===== config.mk =====
export PLATFORM = sky130hd
export DESIGN_NAME = tail_light_sequencer_flat
export DESIGN_NICKNAME = d
export VERILOG_FILES = /design/src/rtl/tail_light_pkg.sv /design/src/rtl/tail_light_sequencer_if.sv /design/src/rtl/tail_light_sequencer_tick_prescaler.sv /design/src/rtl/tail_light_sequencer.sv /design/src/flat_wrapper.sv
export SDC_FILE = /design/constraint.sdc
export NUM_CORES = 1
export LEC_CHECK = 0
export CORE_MARGIN = 10
export CORE_UTILIZATION = 62
export DETAILED_ROUTE_END_ITERATION = 10
export GPL_TIMING_DRIVEN = 0
export PLACE_DENSITY = 0.83
export SYNTH_ARGS = -nofsm -noshare
export SYNTH_HDL_FRONTEND = slang
export SYNTH_SLANG_ARGS = --single-unit

===== constraint.sdc =====
create_clock -name clk -period 4.6 [get_ports clk]
set_input_delay 0.92 -clock clk [delete_from_list [all_inputs] [get_ports clk]]
set_output_delay 0.92 -clock clk [all_outputs]
set_load 0.005 [all_outputs]

===== src/rtl/tail_light_pkg.sv =====
// Shared definitions for the tail-light sequencer: state encoding,
// lamp pattern constants and the right-side lamp ordering helper.
package tail_light_pkg;

    typedef logic [3:0] state_t;

    localparam state_t S_IDLE  = 4'd0;
    localparam state_t S_L1    = 4'd1;
    localparam state_t S_L2    = 4'd2;
    localparam state_t S_L3    = 4'd3;
    localparam state_t S_LOFF  = 4'd4;
    localparam state_t S_R1    = 4'd5;
    localparam state_t S_R2    = 4'd6;
    localparam state_t S_R3    = 4'd7;
    localparam state_t S_ROFF  = 4'd8;
    localparam state_t S_H_ON  = 4'd9;
    localparam state_t S_H_OFF = 4'd10;

    // Patterns are {C, B, A}: bit 0 is the innermost lamp.
    localparam logic [2:0] PAT_OFF = 3'b000;
    localparam logic [2:0] PAT_1   = 3'b001;
    localparam logic [2:0] PAT_2   = 3'b011;
    localparam logic [2:0] PAT_3   = 3'b111;

    // Right lamps are packed {RA, RB, RC}, so the innermost lamp moves to bit 2.
    function automatic logic [2:0] right_order(input logic [2:0] pat);
        return {pat[0], pat[1], pat[2]};
    endfunction

endpackage


===== src/rtl/tail_light_sequencer_if.sv =====
// Request inputs and lamp/status outputs of the tail-light sequencer.
interface tail_light_sequencer_if;
    logic l;
    logic r;
    logic haz;
    logic brake;
    logic LA;
    logic LB;
    logic LC;
    logic RA;
    logic RB;
    logic RC;
    logic busy;
    logic tick;

    modport master (
        output l, r, haz, brake,
        input  LA, LB, LC, RA, RB, RC, busy, tick
    );

    modport slave (
        input  l, r, haz, brake,
        output LA, LB, LC, RA, RB, RC, busy, tick
    );
endinterface


===== src/rtl/tail_light_sequencer_tick_prescaler.sv =====
// Step prescaler: counts 0..DIV-1, strobes tick on the last count,
// and can be cleared so a new step always lasts a full DIV cycles.
module tick_prescaler #(
    parameter int DIV = 50_000_000
) (
    input  logic clk,
    input  logic rst,
    input  logic clr,
    output logic tick
);
    localparam int CNT_W = $clog2(DIV);
    localparam logic [CNT_W-1:0] CNT_MAX = CNT_W'(DIV - 1);

    logic [CNT_W-1:0] cnt_q;
    logic [CNT_W-1:0] cnt_d;

    // Next count: clear request, wrap at the terminal count, else increment.
    always_comb begin
        cnt_d = cnt_q + 1'b1;
        if (clr || (cnt_q == CNT_MAX)) begin
            cnt_d = '0;
        end
    end

    // Counter register with synchronous active-low reset.
    always_ff @(posedge clk) begin
        if (!rst) begin
            cnt_q <= '0;
        end else begin
            cnt_q <= cnt_d;
        end
    end

    assign tick = (cnt_q == CNT_MAX);
endmodule


===== src/rtl/tail_light_sequencer.sv =====
// Tail-light sequencer: arbitrates turn/hazard/brake requests and drives
// the six rear lamps. Lamps are registered from the next state so they
// change on the same edge as the state.
//
//   state  | meaning
//   IDLE   | no sweep; lamps show brake only
//   L1..L3 | left sweep, 1..3 lamps lit
//   LOFF   | left sweep dark step; decision taken when it ends
//   R1..R3 | right sweep, 1..3 lamps lit
//   ROFF   | right sweep dark step; decision taken when it ends
//   H_ON   | hazard, all six lamps lit
//   H_OFF  | hazard, all lamps dark
module tail_light_sequencer
    import tail_light_pkg::*;
#(
    parameter int DIV = 50_000_000
) (
    input  logic clk,
    input  logic rst,
    tail_light_sequencer_if.slave bus
);
    state_t     state_q;
    state_t     state_d;
    logic [5:0] lamps_q;
    logic [5:0] lamps_d;
    logic       busy_q;
    logic       tick;
    logic       clr;
    logic       req_h;
    logic       req_l;
    logic       req_r;
    logic       in_sweep;

    assign req_h = bus.haz | (bus.l & bus.r);
    assign req_l = bus.l & ~bus.r & ~bus.haz;
    assign req_r = bus.r & ~bus.l & ~bus.haz;

    assign in_sweep = (state_q >= S_L1) && (state_q <= S_ROFF);

    function automatic state_t decide(input logic h, input logic lft, input logic rgt);
        if (h)   return S_H_ON;
        if (lft) return S_L1;
        if (rgt) return S_R1;
        return S_IDLE;
    endfunction

    function automatic logic [2:0] step_pat(input state_t s);
        case (s)
            S_L1, S_R1: return PAT_1;
            S_L2, S_R2: return PAT_2;
            S_L3, S_R3: return PAT_3;
            default:    return PAT_OFF;
        endcase
    endfunction

    // The prescaler restarts whenever a fresh sequence begins (from IDLE or preemption).
    assign clr = (state_q == S_IDLE) || (in_sweep && req_h);

    tick_prescaler #(.DIV(DIV)) u_prescaler (
        .clk  (clk),
        .rst  (rst),
        .clr  (clr),
        .tick (tick)
    );

    // Next-state: hazard preempts sweeps; otherwise steps advance only on tick.
    always_comb begin
        state_d = state_q;
        if (in_sweep && req_h) begin
            state_d = S_H_ON;
        end else begin
            case (state_q)
                S_IDLE:  state_d = decide(req_h, req_l, req_r);
                S_L1:    if (tick) state_d = S_L2;
                S_L2:    if (tick) state_d = S_L3;
                S_L3:    if (tick) state_d = S_LOFF;
                S_R1:    if (tick) state_d = S_R2;
                S_R2:    if (tick) state_d = S_R3;
                S_R3:    if (tick) state_d = S_ROFF;
                S_H_ON:  if (tick) state_d = S_H_OFF;
                S_LOFF, S_ROFF, S_H_OFF: begin
                    if (tick) state_d = decide(req_h, req_l, req_r);
                end
                default: state_d = S_IDLE;
            endcase
        end
    end

    // Lamp image for the next state: {LC, LB, LA, RA, RB, RC}.
    always_comb begin
        lamps_d = '0;
        case (state_d)
            S_L1, S_L2, S_L3, S_LOFF: begin
                lamps_d[5:3] = step_pat(state_d);
                lamps_d[2:0] = bus.brake ? PAT_3 : PAT_OFF;
            end
            S_R1, S_R2, S_R3, S_ROFF: begin
                lamps_d[5:3] = bus.brake ? PAT_3 : PAT_OFF;
                lamps_d[2:0] = right_order(step_pat(state_d));
            end
            S_H_ON:  lamps_d = '1;
            S_H_OFF: lamps_d = '0;
            default: lamps_d = bus.brake ? '1 : '0;
        endcase
    end

    // State, lamp and busy registers with synchronous active-low reset.
    always_ff @(posedge clk) begin
        if (!rst) begin
            state_q <= S_IDLE;
            lamps_q <= '0;
            busy_q  <= 1'b0;
        end else begin
            state_q <= state_d;
            lamps_q <= lamps_d;
            busy_q  <= (state_d != S_IDLE);
        end
    end

    assign bus.LC   = lamps_q[5];
    assign bus.LB   = lamps_q[4];
    assign bus.LA   = lamps_q[3];
    assign bus.RA   = lamps_q[2];
    assign bus.RB   = lamps_q[1];
    assign bus.RC   = lamps_q[0];
    assign bus.busy = busy_q;
    assign bus.tick = tick;
endmodule


===== src/flat_wrapper.sv =====
// flat-port wrapper written by rule: the top's interface ports become plain ports
module tail_light_sequencer_flat import tail_light_pkg::*;
#(
    parameter int DIV = 50_000_000
)
  (clk, rst, bus_l, bus_r, bus_haz, bus_brake, bus_LA, bus_LB, bus_LC, bus_RA, bus_RB, bus_RC, bus_busy, bus_tick);
  tail_light_sequencer_if bus_i ();
  input  logic clk;
  input  logic rst;
  input wire logic [$bits(bus_i.l)-1:0] bus_l;
  input wire logic [$bits(bus_i.r)-1:0] bus_r;
  input wire logic [$bits(bus_i.haz)-1:0] bus_haz;
  input wire logic [$bits(bus_i.brake)-1:0] bus_brake;
  output wire logic [$bits(bus_i.LA)-1:0] bus_LA;
  output wire logic [$bits(bus_i.LB)-1:0] bus_LB;
  output wire logic [$bits(bus_i.LC)-1:0] bus_LC;
  output wire logic [$bits(bus_i.RA)-1:0] bus_RA;
  output wire logic [$bits(bus_i.RB)-1:0] bus_RB;
  output wire logic [$bits(bus_i.RC)-1:0] bus_RC;
  output wire logic [$bits(bus_i.busy)-1:0] bus_busy;
  output wire logic [$bits(bus_i.tick)-1:0] bus_tick;
  assign bus_i.l = bus_l;
  assign bus_i.r = bus_r;
  assign bus_i.haz = bus_haz;
  assign bus_i.brake = bus_brake;
  assign bus_LA = bus_i.LA;
  assign bus_LB = bus_i.LB;
  assign bus_LC = bus_i.LC;
  assign bus_RA = bus_i.RA;
  assign bus_RB = bus_i.RB;
  assign bus_RC = bus_i.RC;
  assign bus_busy = bus_i.busy;
  assign bus_tick = bus_i.tick;
  tail_light_sequencer #(.DIV(DIV)) u_core (.clk(clk), .rst(rst), .bus(bus_i));
endmodule

# Yosys cells after proc, flatten, opt, wreduce, memory -nomap -nowiden
# Index checks and enable logic that the tools add are counted.
[totals] regBits=37 out_inout_bits=8 elab_cells=98
[op_classes] add_sub_neg=1 eq_ne=21 n_reduce_logical=13 mux=47 bitwise_logic=10 n_lt_le_gt_ge=2
[ops] cell="$mux 4" count=18
[ops] cell="$pmux 4 s9" count=1
[ops] cell="$eq 4x3->1 const B" count=8
[ops] cell="$add 26x1->26 const B" count=1
[ops] cell="$eq 26x26->1 const B" count=1
[ops] cell="$eq 4x4->1 const B" count=6
[ops] cell="$mux 1" count=24
[ops] cell="$pmux 6 s4" count=1
[ops] cell="$eq 4x2->1 const B" count=4
[ops] cell="$pmux 3 s3" count=1
[ops] cell="$eq 4x1->1 const B" count=2
[ops] cell="$reduce_or 2->1" count=4
[ops] cell="$reduce_or 4->1" count=2
[ops] cell="$mux 6" count=1
[ops] cell="$and 1x1->1" count=5
[ops] cell="$ge 4x1->1 const B" count=1
[ops] cell="$le 4x4->1 const B" count=1
[ops] cell="$logic_not 4->1" count=1
[ops] cell="$not 1->1" count=4
[ops] cell="$reduce_bool 4->1" count=1
[ops] cell="$mux 3" count=1
[ops] cell="$reduce_or 3->1" count=1
[ops] cell="$logic_and 1x1->1" count=2
[ops] cell="$logic_or 1x1->1" count=2
[ops] cell="$or 1x1->1" count=1

# Depth between registers and ports, before layout
# Gate-level depths: netlist of the first run.
[depth] word_depth=25 depth_mapped=11 depth_no_buf=9

# By module
# Synthesis of the first run repeated with hierarchy kept, for this count alone.
[hier_totals] cells_unflattened=234 hier_area_um2=2011.9
[modules_own_cells] module="tick_prescaler" cells_per_inst=140 n_inst=1 area_per_inst_um2=1244.9 seq_area_each_um2=520.5
[modules_own_cells] module="tail_light_sequencer" cells_per_inst=94 n_inst=1 area_per_inst_um2=767.0 seq_area_each_um2=220.2

# Worst setup path after synthesis of the first run
# OpenSTA, ideal clock, no wires.
[synth_path] path_kind="in2reg" start="in bus_r" end="reg u_core.lamps_q[4]" cell_stages=9 setup_ns=0.120 path_slack_ns=2.148 arrival_ns=2.332 cell_sequence="a21oi_1 -> and2_1 -> o21ai_0 -> mux2_4 -> and2_4 -> buf_6 -> and3_1 -> o21ai_1 -> a21oi_1"
[synth_between] elab_chain_cells=18
[synth_lines] item="start, declared" line="flat_wrapper.sv:11" rtl="input wire logic [$bits(bus_i.r)-1:0] bus_r;"
[synth_lines] item="$and 1x1->1 (2 in series)" line="tail_light_sequencer.sv:36" rtl="assign req_r = bus.r & ~bus.l & ~bus.haz;"
[synth_lines] item="$mux 1 (2 in series)" line="tail_light_sequencer.sv:43" rtl="if (rgt) return S_R1;"
[synth_lines] item="$mux 1" line="tail_light_sequencer.sv:42" rtl="if (lft) return S_L1;"
[synth_lines] item="$mux 1" line="tail_light_sequencer.sv:82" rtl="if (tick) state_d = decide(req_h, req_l, req_r);"
[synth_lines] item="$mux 1" line="tail_light_sequencer.sv:72" rtl="case (state_q)"
[synth_lines] item="$mux 1" line="tail_light_sequencer.sv:69" rtl="if (in_sweep && req_h) begin"
[synth_lines] item="$mux 4" line="tail_light_sequencer.sv:44" rtl="return S_IDLE;"
[synth_lines] item="$mux 4" line="tail_light_sequencer.sv:43"
[synth_lines] item="$mux 4" line="tail_light_sequencer.sv:42"
[synth_lines] item="$mux 4" line="tail_light_sequencer.sv:82"
[synth_lines] item="$pmux 4 s9" line="tail_light_sequencer.sv:72"
[synth_lines] item="$mux 4 *" line="tail_light_sequencer.sv:69"
[synth_lines] item="$eq 4x2->1, or another cell as far along" line="tail_light_sequencer.sv:48, tail_light_sequencer.sv:92"
[synth_lines] item="$reduce_or 2->1" line="tail_light_sequencer.sv:48" rtl="case (s)"
[synth_lines] item="$pmux 3 s3" line="tail_light_sequencer.sv:48"
[synth_lines] item="$pmux 6 s4 *" line="tail_light_sequencer.sv:92" rtl="case (state_d)"
[synth_lines] item="end signal, assigned" line="tail_light_sequencer.sv:115" rtl="lamps_q <= lamps_d;"
[synth_lines] item="end, declared" line="tail_light_sequencer.sv:24" rtl="logic [5:0] lamps_q;"
# Mark *: on every way between the ends. The rest lies on a longest branch, timed or not. The select of a mux whose other input is x is not followed.
# A chain may end at the register's enable or synchronous reset.

# Worst setup path after layout of the first run
[layout_path] start="reg u_core.u_prescaler.cnt_q[7]" end="out bus_tick"
[layout_between] elab_chain_cells=1
[layout_lines] item="start, declared" line="tail_light_sequencer_tick_prescaler.sv:14" rtl="logic [CNT_W-1:0] cnt_q;"
[layout_lines] item="start signal, assigned" line="tail_light_sequencer_tick_prescaler.sv:30" rtl="cnt_q <= cnt_d;"
[layout_lines] item="$eq 26x26->1" line="tail_light_sequencer_tick_prescaler.sv:34" rtl="assign tick = (cnt_q == CNT_MAX);"
[layout_lines] item="end, declared" line="flat_wrapper.sv:21" rtl="output wire logic [$bits(bus_i.tick)-1:0] bus_tick;"
# Every way passes these cells.

==> qor.csv, run 1 <==
stage;metric;value;unit
outcome;status;finished, final reports clean;
timing;hold_viol;0;
clock_network;post_cts_buffers;0;
timing;fin_crit_sh;67.51;%
finish;num-nets-final;263;
placement;dp_cells;293;
placement;io_buffer_count;13;
clock_network;tritoncts.num_buffers;5;
finish;fin_util;73.17;%
timing;fmax;0.3220;GHz
synthesis;synth_commonest_cells;51 x sky130_fd_sc_hd__nor2_1, 37 x sky130_fd_sc_hd__dfxtp_1, 22 x sky130_fd_sc_hd__nand2_1, 14 x sky130_fd_sc_hd__xor2_1, 12 x sky130_fd_sc_hd__xnor2_1;
detailed_routing;detail_route.drc_violations;0;
power_and_ir_drop;power_density;334.0;nW/um^2
synthesis;yosys_register_bits;37;
synthesis;synth.avg_cell_area;8.451;sq um
floorplan;floorplan.die_area;5885;sq um
worst_setup_path;rr_startpoint;u_core.u_prescaler.cnt_q[0];
finish;insertedDiodeCount;0;
detailed_routing;drtIter0Drc;121;
timing;tightest_slew;560.3;ps
placement;place.detailed.hpwl;2941;um
detailed_routing;drt_first_pass_iters;4;
grt;grt_antenna_before_repair;0;
synthesis;ys_warn_count;0;
worst_setup_path;critical_path.endpoint_type;output port;
power_and_ir_drop;ir_worst_vdd;0.0002439;V
detailed_routing;route.detailed.wl_per_inst;13.11;um
grt;first_global_vias;1638;
synthesis;synth_seq_area_share;37.14;%
worst_setup_path;worstPathArrival;2190;ps
clock_network;cts_hold_fix_bufs;0;
worst_setup_path;largest_fanout_on_the_critical_path;5;
detailed_routing;ant_nets;0;
clock_network;cts_htree_levels;2;
finish;post_route_cells_drive_above_1_share;9.766;%
worst_hold_path;timing.hold.worst_path_depth;1;
grt;grt-ovfl-total;0;
synthesis;synth_async_sr_flop_share;0;%
worst_hold_path;hold_path_end;u_core.u_prescaler.cnt_q[0];
timing;timing_max_transition_violations_final;0;
finish;final_cells;300;
floorplan;floorplan.io_pins;14;
synthesis;post-synth-top-count-cell;sky130_fd_sc_hd__nor2_1;
worst_setup_path;worst-endpoint-required;3680;ps
worst_setup_path;r2r.worst_path.cells;11;
placement;routabilityCongestion;0.8781;
grt;maximum_number_of_pins_on_one_net_before_global_route_repair;12;
timing;finalClockSkew;13.15;ps
clock_network;tritoncts_clock_tree;done;
worst_setup_path;worstReg2RegEnd;u_core.lamps_q[1];
clock_network;post_cts_gate_resize_count;0;
synthesis;ys_dominant_reg_cell;sky130_fd_sc_hd__dfxtp_1;
detailed_routing;postRouteWirelength;3934;um
synthesis;post_synth_edffs;0;
synthesis;post_synth_num_cell_types;56;
finish;area.growth.synth_to_final;12.92;%
floorplan;die-height;76.72;um
run;max_cap_violations;0;
detailed_routing;detailroute.via_count;1660;
worst_hold_path;worst_hold_path_type;reg2reg;
synthesis;synth_cells;236;
floorplan;die-width;76.72;um
timing;rsz0062_at_grt;no;
detailed_routing;post_drt_via_cell_ratio;5.533;
timing;totalNegativeSetupSlack;0;ps
synthesis;proportion_of_netlist_area_held_by_the_largest_area_contributor;37.14;%
grt;grt_usage;14.10;%
worst_setup_path;worstSetupStartpointType;flip-flop;
timing;min_period;3105;ps
synthesis;synth.area.top_cells;sky130_fd_sc_hd__dfxtp_1 37%, sky130_fd_sc_hd__nor2_1 9.6%, sky130_fd_sc_hd__xor2_1 6.1%;
floorplan;start_util;64.80;%
timing;setup_viol;0;
worst_setup_path;regToRegSetupSlack;1990;ps
timing;maxSlewHeadroom;62.31;%
worst_hold_path;worstHoldStart;u_core.u_prescaler.cnt_q[0];
grt;grt_pass1_wl;7141;um
floorplan;placement_rows;20;
clock_network;cts.sink_count;37;
clock_network;cts.path.max_buffers;2;
clock_network;clk_latency;350;ps
synthesis;post_synthesis_cell_area;1994;sq um
worst_setup_path;path_class;reg2out;
power_and_ir_drop;p_leak;0.0007911;uW
clock_network;clk_pin_slew_worst_paths;100;ps
floorplan;floorplan.core_area;3078;sq um
synthesis;synth_area_leader_cell;sky130_fd_sc_hd__dfxtp_1;
clock_network;cts-root-buf;sky130_fd_sc_hd__clkbuf_4;
synthesis;postSynthNetCount;243;
cells in the final DEF, fill, tap and decap left out, drive strengths merged, types with 2 or more instances in the layout:
cell and count:
nor2 52, dfxtp 37, nand2 22, xor2 14, clkdlybuf4s50 13, xnor2 12
clkbuf 8, a21oi 7, nand3 7, and3 7, nand4 6, nor4b 6
nor3 6, buf 6, inv 5, and2 4, o21ai 4, or3 3
nor2b 3, nor4 3, nor4bb 2, o22ai 2, o211a 2, a21boi 2
a221oi 2, clkinv 2
sequential cells by signal, indices dropped and copies added (netlist names):
name / count
u_core.u_prescaler.cnt_q: 26
u_core.bus.busy: 1
u_core.state_q: 4
u_core.lamps_q: 6
metal layers:
layer / global-route usage [%] / wire [um] / up-vias
met1: 15.57 / 1754 / 773
met4: 5.390 / 91 / 0
met2: 24.28 / 1966 / 18
met3: 4.779 / 122 / 10
met5: 0 / 0 / -
li1: - / - / 859
stage by stage:
stage                     hold WS (ps)  instance area, sq um  power [uW]  setup slack, ps
after global placement           429.0                  2180       543.4             1500
after detailed placement         438.3                  2180       545.2             1498
after global routing             504.6                  2252       797.2             1409
after CTS                        468.7                  2252       759.1             1500
after floorplan                  417.5                  1994       484.8             2148
final                            472.2                  2252       752.2             1495
final cells by class:
class                   count  area, sq um
clock buffers               5        37.54
inverters                   6        22.52
repair buffers             13        130.1
clock inverters             2        35.03
flip-flops and latches     37        740.7
fillers                   249        825.8
plain buffers               9        62.56
well taps                  44        55.05
multi-input cells         184         1169
cell families after synthesis:
family,share of synthesized area [%]
AO/OA/AOI/OAI,11.61
adder cells (fa/ha/maj),1.129
multiplexers,1.255
flip-flops,37.14
AND/OR/NAND/NOR,33.19
XOR/XNOR,11.42
buffers and inverters,4.266
worst max-delay path, stage by stage (launching register included):
cell and delay, ps:
sky130_fd_sc_hd__dfxtp_1 380, sky130_fd_sc_hd__nor4b_1 350, sky130_fd_sc_hd__nand4_1 190, sky130_fd_sc_hd__nor3_2 350
sky130_fd_sc_hd__clkdlybuf4s50_1 570
power breakdown:
group,switching (uW),internal [uW],total (uW)
registers,5.80,340,346
clock network,104,111,214
logic,105,86.5,192
worst max-delay path by stage:
stage	startpoint	to	slack, ps	depth (start not counted)
3_3_place_gp	bus_r	u_core.lamps_q[5]	1500	10
4_1_cts	u_core.u_prescaler.cnt_q[0]	bus_tick	1500	5
6_report	u_core.u_prescaler.cnt_q[7]	bus_tick	1490	4
2_1_floorplan	bus_r	u_core.lamps_q[4]	2150	9
5_1_grt	u_core.u_prescaler.cnt_q[0]	bus_tick	1410	5
3_5_place_dp	bus_r	u_core.lamps_q[5]	1500	10
Power figures use the tool's default switching activity.
==> inputs of run 2 (changes only) <==
--- a/config.mk
+++ b/config.mk
@@ -6,10 +6,10 @@
 export NUM_CORES = 1
 export LEC_CHECK = 0
 export CORE_MARGIN = 10
-export CORE_UTILIZATION = 62
+export CORE_UTILIZATION = 58
 export DETAILED_ROUTE_END_ITERATION = 10
 export GPL_TIMING_DRIVEN = 0
-export PLACE_DENSITY = 0.83
+export PLACE_DENSITY = 0.79
 export SYNTH_ARGS = -nofsm -noshare
 export SYNTH_HDL_FRONTEND = slang
 export SYNTH_SLANG_ARGS = --single-unit
==> constraint.sdc (replaced) <==
create_clock -name clk -period 3.1 [get_ports clk]
set_input_delay 0.62 -clock clk [delete_from_list [all_inputs] [get_ports clk]]
set_output_delay 0.62 -clock clk [all_outputs]
set_load 0.005 [all_outputs]
==> run 2 against run 1 <==
- critical path depth stayed put
- final cell count is 0.67% higher
- largest cell class unchanged
- die area is 5.1% higher
- combinational power is 51% higher
- first-iteration DRC count is 8.3% lower
==> qor.csv, run 2 (same netlist as run 1, synthesis figures left out) <==
stage;metric;value;unit;change
worst_setup_path;crit_path_top_delay_cell;sky130_fd_sc_hd__clkdlybuf4s50_1;;unchanged
grt;grt_usage;13.57;%;was 14.10%
clock_network;cts.sink_count;37;;unchanged
worst_setup_path;crit_path_cell_trace;nor4b_1, nand4_1, nor3_2, clkdlybuf4s50_1;;unchanged
detailed_routing;detailroute.via_count;1660;;unchanged
finish;post_route_cells_drive_above_1_share;9.766;%;unchanged
finish;num-nets-final;263;;unchanged
worst_setup_path;worstPathBufferInverterCount;1;;unchanged
timing;fin_crit_sh;90.43;%;
timing;min_period;2803;ps;
grt;maximum_number_of_pins_on_one_net_before_global_route_repair;12;;unchanged
placement;place.detailed.hpwl;2979;um;was 2941 um
timing;timing_max_transition_violations_final;0;;unchanged
clock_network;cts-root-buf;sky130_fd_sc_hd__clkbuf_4;;unchanged
worst_setup_path;timing.critical_path.from;u_core.u_prescaler.cnt_q[17];;was u_core.u_prescaler.cnt_q[7]
timing;worst_hold_slack;455.3;ps;was 472.2 ps
timing;totalNegativeSetupSlack;0;ps;unchanged
power_and_ir_drop;ir_worst_vdd;0.0003016;V;was 0.0002439 V
finish;register_area;740.7;sq um;unchanged
finish;insertedDiodeCount;0;;unchanged
detailed_routing;drtIter0Drc;111;;was 121
timing;hold_viol;0;;unchanged
floorplan;die-height;78.64;um;was 76.72 um
finish;largest_register_ff_count;26;;unchanged
worst_hold_path;worstHoldStart;u_core.u_prescaler.cnt_q[0];;unchanged
grt;grt_antenna_before_repair;0;;unchanged
finish;final_common_cell;sky130_fd_sc_hd__nor2_1;;unchanged
worst_hold_path;worst_hold_path_type;reg2reg;;unchanged
power_and_ir_drop;p_leak;0.0007911;uW;unchanged
worst_setup_path;path_class;reg2out;;unchanged
placement;io_buffer_count;13;;unchanged
clock_network;post_cts_buffers;0;;unchanged
clock_network;clk_pin_slew_worst_paths;110;ps;was 100 ps
floorplan;start_util;59.77;%;was 64.80%
finish;area.growth.synth_to_final;13.05;%;was 12.92%
clock_network;clk_latency;340;ps;was 350 ps
power_and_ir_drop;total_power;1126;uW;was 752.2 uW
timing;finalClockSkew;8.468;ps;was 13.15 ps
floorplan;floorplan.core_area;3337;sq um;was 3078 sq um
timing;fmax;0.3567;GHz;
timing;rsz0062_at_grt;no;;unchanged
clock_network;tritoncts_clock_tree;done;;unchanged
grt;grt_pass1_wl;6989;um;was 7141 um
finish;final_cell_mix;51 x sky130_fd_sc_hd__nor2_1, 37 x sky130_fd_sc_hd__dfxtp_1, 22 x sky130_fd_sc_hd__nand2_1, 14 x sky130_fd_sc_hd__xor2_1, 13 x sky130_fd_sc_hd__clkdlybuf4s50_1;;unchanged
detailed_routing;route.detailed.wl_per_inst;13.44;um;was 13.11 um
clock_network;cts_hold_fix_bufs;0;;unchanged
grt;first_global_vias;1584;;was 1,638
worst_setup_path;worstSetupStartpointType;flip-flop;;unchanged
worst_setup_path;worstPathArrival;2180;ps;was 2190 ps
worst_setup_path;regToRegSetupSlack;500;ps;was 1990 ps
floorplan;floorplan.io_pins;14;;unchanged
floorplan;floorplan.die_area;6184;sq um;was 5885 sq um
clock_network;post_cts_gate_resize_count;0;;unchanged
finish;fill_cells;295;;was 249
placement;placement.setup.worst_slack;269.1;ps;was 1498 ps
clock_network;cts_htree_levels;2;;unchanged
detailed_routing;ant_nets;0;;unchanged
worst_setup_path;critical_path.endpoint_type;output port;;unchanged
worst_setup_path;worst-endpoint-required;2480;ps;was 3680 ps
worst_setup_path;crit_family;simple AND/OR/NAND/NOR gates;;unchanged
finish;biggestRegsByFlops;u_core.u_prescaler.cnt_q x26, u_core.lamps_q x6, u_core.state_q x4;;unchanged
clock_network;cts.path.max_buffers;2;;unchanged
worst_setup_path;largest_fanout_on_the_critical_path;5;;unchanged
worst_setup_path;rr_startpoint;u_core.u_prescaler.cnt_q[0];;unchanged
detailed_routing;postRouteWirelength;4060;um;was 3934 um
detailed_routing;drt_first_pass_iters;4;;unchanged
finish;largest-register;u_core.u_prescaler.cnt_q;;unchanged
timing;setup_viol;0;;unchanged
placement;routabilityCongestion;0.8485;;was 0.8781
detailed_routing;detail_route.drc_violations;0;;unchanged
clock_network;tritoncts.num_buffers;5;;unchanged
timing;tightest_slew;570.1;ps;was 560.3 ps
timing;setup_slack;296.6;ps;was 1495 ps
timing;maxSlewHeadroom;61.64;%;was 62.31%
floorplan;placement_rows;21;;was 20
floorplan;die-width;78.64;um;was 76.72 um
detailed_routing;post_drt_via_cell_ratio;5.497;;was 5.533
outcome;status;finished, final reports clean;;unchanged
worst_setup_path;max_stage_delay;580;ps;was 570 ps
power_and_ir_drop;power_density;499.5;nW/um^2;was 334.0 nW/um^2
finish;multi_input_comb_area;1169;sq um;unchanged
run;max_cap_violations;0;;unchanged
grt;grt-ovfl-total;0;;unchanged
-- run 2: cell counts in the layout (fill, tap and decap cells not counted) --
Identical to the previous run, type by type.
-- run 2: where the power goes --
part,total [uW],internal [uW],switching (uW)
clock,323,164,158
combinational,290,128,161
sequential,514,505,8.89
total,1130,797,329
-- run 2: stage by stage --
stage	utilization [%]	cells	area [sq um]
2_1_floorplan	-	236	1994
3_3_place_gp	65.39	295	2182
4_1_cts	67.57	302	2255
3_5_place_dp	65.39	295	2182
5_1_grt	67.57	302	2255
6_report	67.57	302	2255
-- run 2: area by class of cell --
| type | instances | share of cell area [%] |
|---|---|---|
| Clock inverter | 2 | 1.554 |
| Sequential cell | 37 | 32.85 |
| Clock buffer | 5 | 1.665 |
| Timing Repair Buffer | 13 | 5.771 |
| Buffer | 9 | 2.775 |
| Tap cell | 46 | 2.553 |
| Multi-Input combinational cell | 184 | 51.83 |
| Inverter | 6 | 0.9989 |
-- run 2: worst reg2reg max path, cell delays in order, from the launching register on --
cell,delay (ps)
sky130_fd_sc_hd__dfxtp_1,370
sky130_fd_sc_hd__ha_1,190
sky130_fd_sc_hd__and3_4,220
sky130_fd_sc_hd__nand3_4,130
sky130_fd_sc_hd__or3_1,410
sky130_fd_sc_hd__buf_6,150
sky130_fd_sc_hd__o41ai_2,260
sky130_fd_sc_hd__o22ai_1,170
sky130_fd_sc_hd__buf_6,200
sky130_fd_sc_hd__o211a_1,230
sky130_fd_sc_hd__nor3_2,100
sky130_fd_sc_hd__nor2_1,60
-- run 2: layer usage --
layer | up-vias | part of all wire [%] | GRT usage, % | wire, um
met5 | - | 0 | 0 | 0
met3 | 6 | 3.5 | 3.872 | 144
met4 | 0 | 1.3 | 5.018 | 54
li1 | 852 | - | - | -
met2 | 25 | 49 | 23.77 | 1989
met1 | 777 | 46 | 15.25 | 1871
-- run 2: worst paths after layout --
kind / to / cells after the start
max: bus_tick / 4
min: u_core.u_prescaler.cnt_q[0] / 1
max reg2reg: u_core.lamps_q[1] / 11
min reg2reg: u_core.u_prescaler.cnt_q[0] / 1
